--- config.mk ---
export PLATFORM = sky130hd
export DESIGN_NAME = max7219_rx_flat
export DESIGN_NICKNAME = d
export VERILOG_FILES = /design/src/rtl/max7219_rx_pkg.sv /design/src/rtl/max7219_rx_if.sv /design/src/rtl/max7219_rx_edge_sync.sv /design/src/rtl/max7219_rx.sv /design/src/flat_wrapper.sv
export SDC_FILE = /design/constraint.sdc
export NUM_CORES = 2
export LEC_CHECK = 0
export BUFFER_PORTS_ARGS = -buffer_cell sky130_fd_sc_hd__buf_2
export CAP_MARGIN = 20
export CORE_MARGIN = 2
export CORE_UTILIZATION = 30
export CTS_CLUSTER_SIZE = 25
export DETAILED_ROUTE_END_ITERATION = 6
export GPL_ROUTABILITY_DRIVEN = 0
export SETUP_SLACK_MARGIN = 0.4
export SLEW_MARGIN = 20
export SYNTH_ARGS = -nofsm -noshare
export SYNTH_HDL_FRONTEND = slang
export SYNTH_SLANG_ARGS = --single-unit
--- constraint.sdc ---
create_clock -name clk -period 33.3 [get_ports clk]
set_clock_uncertainty 0.15 [all_clocks]
set_input_delay 0 -clock clk [delete_from_list [all_inputs] [get_ports clk]]
set_output_delay 0 -clock clk [all_outputs]
set_load 0.05 [all_outputs]
--- src/rtl/max7219_rx_pkg.sv ---
// Shared types, register addresses and register-file access helpers
// for the MAX7219 serial receiver.
package max7219_rx_pkg;

  localparam logic [3:0] C_ADDR_NOOP       = 4'h0;
  localparam logic [3:0] C_ADDR_DIGIT0     = 4'h1;
  localparam logic [3:0] C_ADDR_DIGIT1     = 4'h2;
  localparam logic [3:0] C_ADDR_DIGIT2     = 4'h3;
  localparam logic [3:0] C_ADDR_DIGIT3     = 4'h4;
  localparam logic [3:0] C_ADDR_DIGIT4     = 4'h5;
  localparam logic [3:0] C_ADDR_DIGIT5     = 4'h6;
  localparam logic [3:0] C_ADDR_DIGIT6     = 4'h7;
  localparam logic [3:0] C_ADDR_DIGIT7     = 4'h8;
  localparam logic [3:0] C_ADDR_DECODE     = 4'h9;
  localparam logic [3:0] C_ADDR_INTENSITY  = 4'hA;
  localparam logic [3:0] C_ADDR_SCAN_LIMIT = 4'hB;
  localparam logic [3:0] C_ADDR_SHUTDOWN   = 4'hC;
  localparam logic [3:0] C_ADDR_TEST       = 4'hF;

  typedef enum logic [1:0] {
    S_IDLE,
    S_SHIFT,
    S_LATCH
  } t_rx_state;

  typedef struct packed {
    logic [7:0][7:0] digit;
    logic [7:0]      decode;
    logic [3:0]      intensity;
    logic [2:0]      scan;
    logic            shutdown;
    logic            test;
  } t_max7219_regs;

  // Apply one 16-bit MAX7219 word to a device register set; word[15:12] is ignored.
  function automatic t_max7219_regs reg_write(input t_max7219_regs r, input logic [15:0] word);
    t_max7219_regs nr;
    logic [3:0]    addr;
    logic [7:0]    data;
    logic [3:0]    idx;
    nr   = r;
    addr = word[11:8];
    data = word[7:0];
    idx  = addr - C_ADDR_DIGIT0;
    case (addr)
      C_ADDR_DIGIT0, C_ADDR_DIGIT1, C_ADDR_DIGIT2, C_ADDR_DIGIT3,
      C_ADDR_DIGIT4, C_ADDR_DIGIT5, C_ADDR_DIGIT6, C_ADDR_DIGIT7:
        nr.digit[idx[2:0]] = data;
      C_ADDR_DECODE:     nr.decode    = data;
      C_ADDR_INTENSITY:  nr.intensity = data[3:0];
      C_ADDR_SCAN_LIMIT: nr.scan      = data[2:0];
      C_ADDR_SHUTDOWN:   nr.shutdown  = data[0];
      C_ADDR_TEST:       nr.test      = data[0];
      default: ;
    endcase
    return nr;
  endfunction

  // Read one register, zero-extending narrow fields; unmapped addresses read 0.
  function automatic logic [7:0] reg_read(input t_max7219_regs r, input logic [3:0] addr);
    logic [7:0] val;
    logic [3:0] idx;
    idx = addr - C_ADDR_DIGIT0;
    case (addr)
      C_ADDR_DIGIT0, C_ADDR_DIGIT1, C_ADDR_DIGIT2, C_ADDR_DIGIT3,
      C_ADDR_DIGIT4, C_ADDR_DIGIT5, C_ADDR_DIGIT6, C_ADDR_DIGIT7:
        val = r.digit[idx[2:0]];
      C_ADDR_DECODE:     val = r.decode;
      C_ADDR_INTENSITY:  val = {4'b0, r.intensity};
      C_ADDR_SCAN_LIMIT: val = {5'b0, r.scan};
      C_ADDR_SHUTDOWN:   val = {7'b0, r.shutdown};
      C_ADDR_TEST:       val = {7'b0, r.test};
      default:           val = '0;
    endcase
    return val;
  endfunction

endpackage

--- src/rtl/max7219_rx_if.sv ---
// MAX7219 3-wire serial link (LOAD/DIN/CLK).
interface max7219_rx_if;
  logic max7219_clk;
  logic max7219_din;
  logic max7219_load;

  modport master (
    output max7219_clk,
    output max7219_din,
    output max7219_load
  );

  modport slave (
    input max7219_clk,
    input max7219_din,
    input max7219_load
  );
endinterface

--- src/rtl/max7219_rx_edge_sync.sv ---
// Optional multi-flop synchroniser followed by a one-flop rise/fall detector.
module max7219_rx_edge_sync #(
  parameter int unsigned G_SYNC_STAGES = 2
) (
  input  logic clk,
  input  logic rst,
  input  logic i_sig,
  output logic o_sync,
  output logic o_rise,
  output logic o_fall
);

  logic sig_d;

  generate
    if (G_SYNC_STAGES == 0) begin : g_nosync
      assign o_sync = i_sig;
    end else begin : g_sync
      logic [G_SYNC_STAGES-1:0] chain;

      // Synchroniser chain, chain[0] samples the asynchronous input
      always_ff @(posedge clk or posedge rst) begin
        if (rst) begin
          chain <= '0;
        end else begin
          chain[0] <= i_sig;
          for (int unsigned i = 1; i < G_SYNC_STAGES; i++) begin
            chain[i] <= chain[i-1];
          end
        end
      end

      assign o_sync = chain[G_SYNC_STAGES-1];
    end
  endgenerate

  // Previous synchronised value for edge detection
  always_ff @(posedge clk or posedge rst) begin
    if (rst) begin
      sig_d <= 1'b0;
    end else begin
      sig_d <= o_sync;
    end
  end

  assign o_rise = o_sync & ~sig_d;
  assign o_fall = ~o_sync & sig_d;

endmodule

--- src/rtl/max7219_rx.sv ---
// MAX7219 daisy-chain receiver: deserialises 16*G_NB_MATRIX-bit frames and
// latches them into a per-device register file on the LOAD rising edge.
module max7219_rx
  import max7219_rx_pkg::*;
#(
  parameter int unsigned G_NB_MATRIX   = 8,
  parameter int unsigned G_SYNC_STAGES = 2
) (
  input  logic               clk,
  input  logic               rst,
  max7219_rx_if.slave        link,
  input  logic [3:0]         i_rd_matrix,
  input  logic [3:0]         i_rd_addr,
  output logic [7:0]         o_rd_data,
  output logic               o_frame_valid,
  output logic               o_len_err,
  output logic               o_busy,
  output logic [15:0]        o_frame_cnt
);

  localparam int unsigned C_W       = 16 * G_NB_MATRIX;
  localparam int unsigned C_CNT_MAX = C_W + 1;
  localparam int unsigned C_CNT_W   = $clog2(C_W + 2);

  t_rx_state            state;
  logic [C_W-1:0]       sreg;
  logic [C_CNT_W-1:0]   bit_cnt;
  t_max7219_regs        regs [G_NB_MATRIX];
  logic [7:0]           rd_mux;

  logic clk_sync, clk_rise, clk_fall;
  logic din_sync, din_rise, din_fall;
  logic load_sync, load_rise, load_fall;
  logic unused_edges;

  max7219_rx_edge_sync #(.G_SYNC_STAGES(G_SYNC_STAGES)) u_sync_clk (
    .clk    (clk),
    .rst    (rst),
    .i_sig  (link.max7219_clk),
    .o_sync (clk_sync),
    .o_rise (clk_rise),
    .o_fall (clk_fall)
  );

  max7219_rx_edge_sync #(.G_SYNC_STAGES(G_SYNC_STAGES)) u_sync_din (
    .clk    (clk),
    .rst    (rst),
    .i_sig  (link.max7219_din),
    .o_sync (din_sync),
    .o_rise (din_rise),
    .o_fall (din_fall)
  );

  max7219_rx_edge_sync #(.G_SYNC_STAGES(G_SYNC_STAGES)) u_sync_load (
    .clk    (clk),
    .rst    (rst),
    .i_sig  (link.max7219_load),
    .o_sync (load_sync),
    .o_rise (load_rise),
    .o_fall (load_fall)
  );

  assign unused_edges = ^{clk_sync, clk_fall, din_rise, din_fall, load_sync};

  // Frame FSM with shift register, bit counter and registered status outputs
  always_ff @(posedge clk or posedge rst) begin
    if (rst) begin
      state         <= S_IDLE;
      sreg          <= '0;
      bit_cnt       <= '0;
      o_frame_valid <= 1'b0;
      o_len_err     <= 1'b0;
      o_busy        <= 1'b0;
      o_frame_cnt   <= '0;
    end else begin
      o_frame_valid <= 1'b0;
      o_len_err     <= 1'b0;
      case (state)
        S_IDLE: begin
          if (load_fall) begin
            state   <= S_SHIFT;
            bit_cnt <= '0;
            o_busy  <= 1'b1;
          end
        end
        S_SHIFT: begin
          // A CLK edge seen together with the LOAD rise is still shifted in
          if (clk_rise) begin
            sreg <= {sreg[C_W-2:0], din_sync};
            if (bit_cnt != C_CNT_W'(C_CNT_MAX)) begin
              bit_cnt <= bit_cnt + C_CNT_W'(1);
            end
          end
          if (load_rise) begin
            state <= S_LATCH;
          end
        end
        S_LATCH: begin
          o_frame_valid <= (bit_cnt >= C_CNT_W'(16));
          o_len_err     <= (bit_cnt != C_CNT_W'(C_W));
          o_frame_cnt   <= o_frame_cnt + 16'd1;
          o_busy        <= 1'b0;
          state         <= S_IDLE;
        end
        default: state <= S_IDLE;
      endcase
    end
  end

  // Register file update: the word shifted last lands in matrix 0
  always_ff @(posedge clk or posedge rst) begin
    if (rst) begin
      for (int unsigned k = 0; k < G_NB_MATRIX; k++) begin
        regs[k] <= '0;
      end
    end else if (state == S_LATCH && bit_cnt >= C_CNT_W'(16)) begin
      for (int unsigned k = 0; k < G_NB_MATRIX; k++) begin
        regs[k] <= reg_write(regs[k], sreg[16*k +: 16]);
      end
    end
  end

  // Read mux; out-of-range matrix indices fall through to 0
  always_comb begin
    rd_mux = '0;
    for (int unsigned k = 0; k < G_NB_MATRIX; k++) begin
      if (i_rd_matrix == 4'(k)) begin
        rd_mux = reg_read(regs[k], i_rd_addr);
      end
    end
  end

  // Registered read data
  always_ff @(posedge clk or posedge rst) begin
    if (rst) begin
      o_rd_data <= '0;
    end else begin
      o_rd_data <= rd_mux;
    end
  end

endmodule
--- src/flat_wrapper.sv ---
// flat-port wrapper written by rule: the top's interface ports become plain ports
module max7219_rx_flat import max7219_rx_pkg::*;
#(
  parameter int unsigned G_NB_MATRIX   = 8,
  parameter int unsigned G_SYNC_STAGES = 2
)
  (clk, rst, i_rd_matrix, i_rd_addr, o_rd_data, o_frame_valid, o_len_err, o_busy, o_frame_cnt, link_max7219_clk, link_max7219_din, link_max7219_load);
  max7219_rx_if link_i ();
  input  logic clk;
  input  logic rst;
  input  logic [3:0] i_rd_matrix;
  input  logic [3:0] i_rd_addr;
  output logic [7:0] o_rd_data;
  output logic o_frame_valid;
  output logic o_len_err;
  output logic o_busy;
  output logic [15:0] o_frame_cnt;
  input wire logic [$bits(link_i.max7219_clk)-1:0] link_max7219_clk;
  input wire logic [$bits(link_i.max7219_din)-1:0] link_max7219_din;
  input wire logic [$bits(link_i.max7219_load)-1:0] link_max7219_load;
  assign link_i.max7219_clk = link_max7219_clk;
  assign link_i.max7219_din = link_max7219_din;
  assign link_i.max7219_load = link_max7219_load;
  max7219_rx #(.G_NB_MATRIX(G_NB_MATRIX), .G_SYNC_STAGES(G_SYNC_STAGES)) u_core (.clk(clk), .rst(rst), .link(link_i), .i_rd_matrix(i_rd_matrix), .i_rd_addr(i_rd_addr), .o_rd_data(o_rd_data), .o_frame_valid(o_frame_valid), .o_len_err(o_len_err), .o_busy(o_busy), .o_frame_cnt(o_frame_cnt));
endmodule
======== After elaboration in Yosys (flattened, before gate mapping) ========
Index checks and enable logic that the tools add are counted.
word-level totals
  output and inout port bits .............. 27
  flip-flop bits (word level) ............. 817
operators by class
  $add $sub $neg .......................... 11
  muxes and demuxes ....................... 67
  reduce and logical (&&, ||, !) cells .... 74
  order comparisons ....................... 18
  bitwise operators ....................... 6
  eq/ne operators ......................... 132
operators by type and width
  kind                                                        number
  bitwise mux 64 bit                                          8
  one-hot mux 8 bit (6 select lines)                          8
  == test 4 bit, second input constant                        54
  two-way mux 8 bit                                           27
  binary-select mux 8 bit (select 3 bit)                      8
  demux 8 bit (select 3 bit)                                  8
  == test 4 x 3 -> 1 bit, second input constant               40
  AND reduction 2 bit                                         51
  == test 4 x 2 -> 1 bit, second input constant               20
  OR reduction 8 bit                                          9
  == test 4 x 1 -> 1 bit, second input constant               10
  less-than comparator 3 x 4 -> 1 bit, second input constant  9
  subtractor 3 x 1 -> 3 bit, second input constant            9
  >= comparator 3 x 1 -> 1 bit, second input constant         8
  adder 16 x 1 -> 16 bit, second input constant               1
  != test 8 bit, second input constant                        2
  one-hot mux 8 bit (2 select lines)                          1
  logical AND 1 bit                                           9
  adder 8 x 1 -> 8 bit, second input constant                 1
  >= comparator 8 x 5 -> 1 bit, second input constant         1
  != test 2 x 1 -> 1 bit, second input constant               4
  zero test 4 bit                                             1
  two-way mux 2 bit                                           2
  one-hot mux 2 bit (2 select lines)                          1
  9 further kinds                                             16

======== Longest topological paths before layout ========
  depth after elaboration ................. 12
  gate-level depth with buffers ........... 14
  mapped depth without buffers ............ 8

======== Hierarchy ========
A second synthesis with hierarchy kept.
unflattened totals
  cell total of the unflattened synthesis .. 2810
  area, all modules ....................... 37394.6 um^2
by module, submodules not included
  module                sequential area each (um^2)  cells each  area each (um^2)  instances
  max7219_rx            20244.4                      2792        37113.1           1
  max7219_rx_edge_sync  75.1                         6           93.8              3

======== Worst setup path before layout ========
No wires, ideal clock.
  path kind ............................... input port to flip-flop
  from .................................... in i_rd_addr[0]
  to ...................................... reg u_core.o_rd_data[0]
  library setup time ...................... 0.136 ns
  cell stages on the path ................. 14
  data arrival time ....................... 2.911 ns
  path slack .............................. 30.103 ns
  buffers on the path ..................... 7
  cells stage by stage .................... buf_2 buf_4 buf_6 buf_2 clkinv_1 ha_1 buf_4 buf_2 buf_1 mux4_2 a211oi_1 a22oi_1 o311ai_1 nand4_1
between the ends
  longest elaborated chain between the ends .. 12
  elaborated cells on any way between the ends .. 47
  those cells by class .................... add/sub (1); eq/ne (13); mux (32); reduce/logical (1)
RTL lines
  item                                     line                  source
  start: declaration                       flat_wrapper.sv:12    input logic [3:0] i_rd_addr;
  subtractor 3 x 1 -> 3 bit                max7219_rx_pkg.sv:63  idx = addr - C_ADDR_DIGIT0;
  binary-select mux 8 bit (select 3 bit)   max7219_rx_pkg.sv:67  val = r.digit[idx[2:0]];
  two-way mux 8 bit (not written as such)  max7219_rx_pkg.sv:67
  one-hot mux 8 bit (6 select lines)       max7219_rx_pkg.sv:64  case (addr)
  two-way mux 8 bit (7 in a row)           max7219_rx.sv:127     if (i_rd_matrix == 4'(k)) begin
  two-way mux 8 bit *                      max7219_rx.sv:127
  net u_core.rd_mux[0]                     max7219_rx.sv:29      logic [7:0] rd_mux;
  end signal: assignment                   max7219_rx.sv:138     o_rd_data <= rd_mux;
  end: declaration                         max7219_rx.sv:14      output logic [7:0] o_rd_data,
Mark *: on every way through the listed nets, which the timed path passes. The rest lies on a longest branch. The select of a mux whose other input is x is not followed.
A chain may end at the register's enable or synchronous reset.

======== Worst setup path in the final report ========
  from .................................... in i_rd_addr[0]
  to ...................................... reg u_core.o_rd_data[6]
Same word-level chain as after synthesis.

==> flow_metrics.env <==
export IMPL_row_count=129
export IMPL_ys_types=67
export IMPL_drc=9
export IMPL_final_cell_mix="817 x dfrtp_1, 723 x mux2_2, 134 x nand2_1, 128 x mux4_2, 87 x clkbuf_16"
export IMPL_grt_pass1_vias=22520
export IMPL_max_cap_viol_count=0
export IMPL_synthTopCellsByArea="dfrtp_1 55%, mux2_2 22%, mux4_2 7.7%"
export IMPL_cts_setup_buffers=0
export IMPL_numCtsBuffers=86
export IMPL_period_share_pct=13.44
export IMPL_relSlewSlack_pct=30.20
export IMPL_setup_ws_ns=28.82
export IMPL_dr_wl_met2_um=42020
export IMPL_wl_met1_um=42310
export IMPL_worstMarginPinSlew_ns=1.047
export IMPL_p_per_area_nw_per_um2=50.91
export IMPL_worstPathMaxFanout=48
export IMPL_syn2layout_area_growth_pct=13.27
export IMPL_coreArea_um2=123500
export IMPL_h_tree_depth=3
export IMPL_max_freq_ghz=0.2234
export IMPL_grt_pass1_wl_um=142300
export IMPL_post_drt_wl_per_cell_um=21.18
export IMPL_routed_top_layer="met5"
export IMPL_pin_count=40
export IMPL_syn_mean_instance_area_um2=14.30
export IMPL_synth_xor_area_share_pct=0.9363
export IMPL_ff2ff_setup_slack_ns=30.16
export IMPL_required_ns=33.74
export IMPL_path_common_cell="dlygate4sd3_1"
export IMPL_synth_compound_area_share_pct=4.098
export IMPL_finalPower_mw=2.150
export IMPL_clock_root_buffer="clkbuf_16"
export IMPL_ctsResizeCount=0
export IMPL_vias=21930
export IMPL_synth_edf_count=0
export IMPL_clk_pin_slew_ns=0.06
export IMPL_mostFrequentLayoutCell="dfrtp_1"
export IMPL_p_leak_nw=20.05
export IMPL_drt_pass1_iterations=7
export IMPL_cp_slowest_stage_delay_ns=0.84
export IMPL_hold_ws_ns=0.1492
export IMPL_ant_nets=0
export IMPL_cts_tree="built"
export IMPL_yosys_warnings=0
export IMPL_synth_seq_area_share_pct=54.84
export IMPL_rr_worst_depth=4
export IMPL_worst_setup_path_end_kind="flop"
export IMPL_critPathSlowestCell="ha_4"
export IMPL_path_cells="clkbuf_8, clkinv_1, ha_4, buf_4, mux4_2, nor2_1, o311ai_1, nand4_1, dlygate4sd3_1, o211ai_1, dlygate4sd3_1"
export IMPL_layout_drive_gt1_share_pct=40.50
export IMPL_grt_max_degree=179
export IMPL_grt_total_usage_pct=14.41
export IMPL_gr_total_overflow=0
export IMPL_nNetsFinal=2649
export IMPL_yosysTopAreaCellShare_pct=54.84
export IMPL_ys_async_sr_fraction_pct=100.0
export IMPL_netlist_area_um2=37280
export IMPL_crit_end="u_core.o_rd_data[6]$_DFF_PP0_"
export IMPL_dieArea_um2=127100
export IMPL_path_class="in -> reg"
export IMPL_r2r_end="u_core.sreg[22]$_DFFE_PP0P_"
export IMPL_clock_latency_ns=0.66
export IMPL_startpoint="i_rd_addr[0]"
export IMPL_ys_seq_elements=817
export IMPL_hpwl_um=58190
export IMPL_grt_setup_unrepaired="no"
export IMPL_yosysTopAreaCell="dfrtp_1"
export IMPL_hold_buffers=17
export IMPL_setup_viol_count_final=0
export IMPL_die_x_um=356.5
export IMPL_maxSlewViolCount=0
export IMPL_timing_rr_start="u_core.state[1]$_DFFE_PP0P_"
export IMPL_netlist_instances=2608
export IMPL_synthAdderAreaFrac_pct=1.410
export IMPL_clock_sinks=817
export IMPL_violations="design-rule violations"
export IMPL_dp_slack_ns=28.78
export IMPL_vdd_ir_drop_worst_mv=0.04164
export IMPL_synth_ff_type="dfrtp_1"
export IMPL_synth_simple_gate_area_share_pct=4.802
export IMPL_drt_vias_per_instance=5.100
export IMPL_synthMuxAreaShare_pct=31.55
export IMPL_hold_viol=0
export IMPL_route_met3_wl_um=5002
export IMPL_critPathLaunchType="input port"
export IMPL_portBuffers=39
export IMPL_wirelength_um=91070
export IMPL_setup_tns_ns=0
export IMPL_finish_utilization_pct=34.20
export IMPL_min_path_type="in -> reg"
export IMPL_clockBufferDepth=3
export IMPL_fp_dieH_um=356.5
export IMPL_synth_top_family_by_area="multiplexers"
export IMPL_drtIter0Drc=1762
export IMPL_synth_net_count=2663
export IMPL_fin_crit_ns=4.475
export IMPL_antenna_found_initial=6
export IMPL_arrival_ns=4.92
export IMPL_status="finished with violations"
export IMPL_start_util_pct=30.19
## worst min path at each step
stage,depth (start not counted),slack [ns],to,start
floorplan,0,-0.12,u_core.u_sync_clk.g_sync.chain[0]$_DFF_PP0_,link_max7219_clk
global placement,1,-0.04,u_core.u_sync_load.g_sync.chain[0]$_DFF_PP0_,link_max7219_load
detailed placement,1,-0.04,u_core.u_sync_load.g_sync.chain[0]$_DFF_PP0_,link_max7219_load
CTS,5,0.09,u_core.o_rd_data[0]$_DFF_PP0_,i_rd_addr[2]
global route,5,0.19,u_core.o_rd_data[0]$_DFF_PP0_,i_rd_addr[2]
finish,5,0.15,u_core.o_rd_data[0]$_DFF_PP0_,i_rd_addr[2]
## area by class of cell
| type | count | area [µm²] |
|---|---|---|
| Timing Repair Buffer | 82 | 606.8 |
| Clock inverter | 27 | 452.9 |
| Tap cell | 1637 | 2048 |
| Clock buffer | 129 | 2535 |
| Antenna cell | 1 | 2.502 |
| Multi-Input combinational cell | 1582 | 16040 |
| Fill cell | 11980 | 81250 |
| Inverter | 25 | 101.3 |
| Sequential cell | 817 | 20440 |
## kinds of logic after synthesis
kind of cell             count (synthesis)
XOR/XNOR                                39
multiplexers                           920
flip-flops                             817
AO/OA/AOI/OAI                          218
buffers and inverters                  209
adder cells (fa/ha/maj)                 42
AND/OR/NAND/NOR                        363
## report_power, final
| group | internal [mW] | switching [mW] | total [mW] |
|---|---|---|---|
| logic | 0.0333 | 0.0817 | 0.115 |
| registers | 1.00 | 0.0208 | 1.02 |
| clock network | 0.606 | 0.406 | 1.01 |
| total | 1.64 | 0.509 | 2.15 |
## worst max-delay path, delay by kind of cell
kind,cells,cell delay (ns)
buffers and inverters,5,2.82
adder cells (fa/ha/maj),1,0.84
AO/OA/AOI/OAI,2,0.54
multiplexers,1,0.36
AND/OR/NAND/NOR,2,0.25
## sequential cells by signal, summed over array words and instances, names as in the netlist
name                             cells
u_core.sreg                        124
u_core.o_busy                        1
u_core.u_sync_clk.sig_d              1
u_core.regs                        648
u_core.o_frame_cnt                  16
u_core.bit_cnt                       8
u_core.u_sync_load.sig_d             1
u_core.u_sync_clk.g_sync.chain       2
u_core.o_rd_data                     8
u_core.o_frame_valid                 1
u_core.u_sync_load.g_sync.chain      2
u_core.u_sync_din.g_sync.chain       2
u_core.o_len_err                     1
u_core.state                         2
## metal layers
layer / track usage, % / vias to the layer above
met1: 20.47 / 11700
met5: 0 / -
met3: 2.783 / 127
li1: - / 9613
met2: 22.71 / 487
met4: 3.367 / 6
## cell usage after synthesis, types with 16 or more instances
library cell / n
xor2_1: 17
clkbuf_1: 134
a21oi_1: 39
o21ai_0: 45
nand2_1: 134
mux2_1: 37
xnor2_1: 21
mux2i_1: 32
nor2_1: 58
and3_1: 18
mux2_2: 723
ha_1: 42
buf_2: 25
inv_1: 24
nand4_1: 16
a222oi_1: 20
mux4_2: 128
dfrtp_1: 817
nand3_1: 60
a22oi_1: 23
## stage by stage
| step | cells | area (µm²) |
|---|---|---|
| floorplan | 2608 | 37280 |
| global placement | 4126 | 39070 |
| detailed placement | 4126 | 39070 |
| CTS | 4299 | 42230 |
| global route | 4299 | 42230 |
| finish | 4300 | 42230 |
Note: power is estimated with default switching activity, not from simulation.
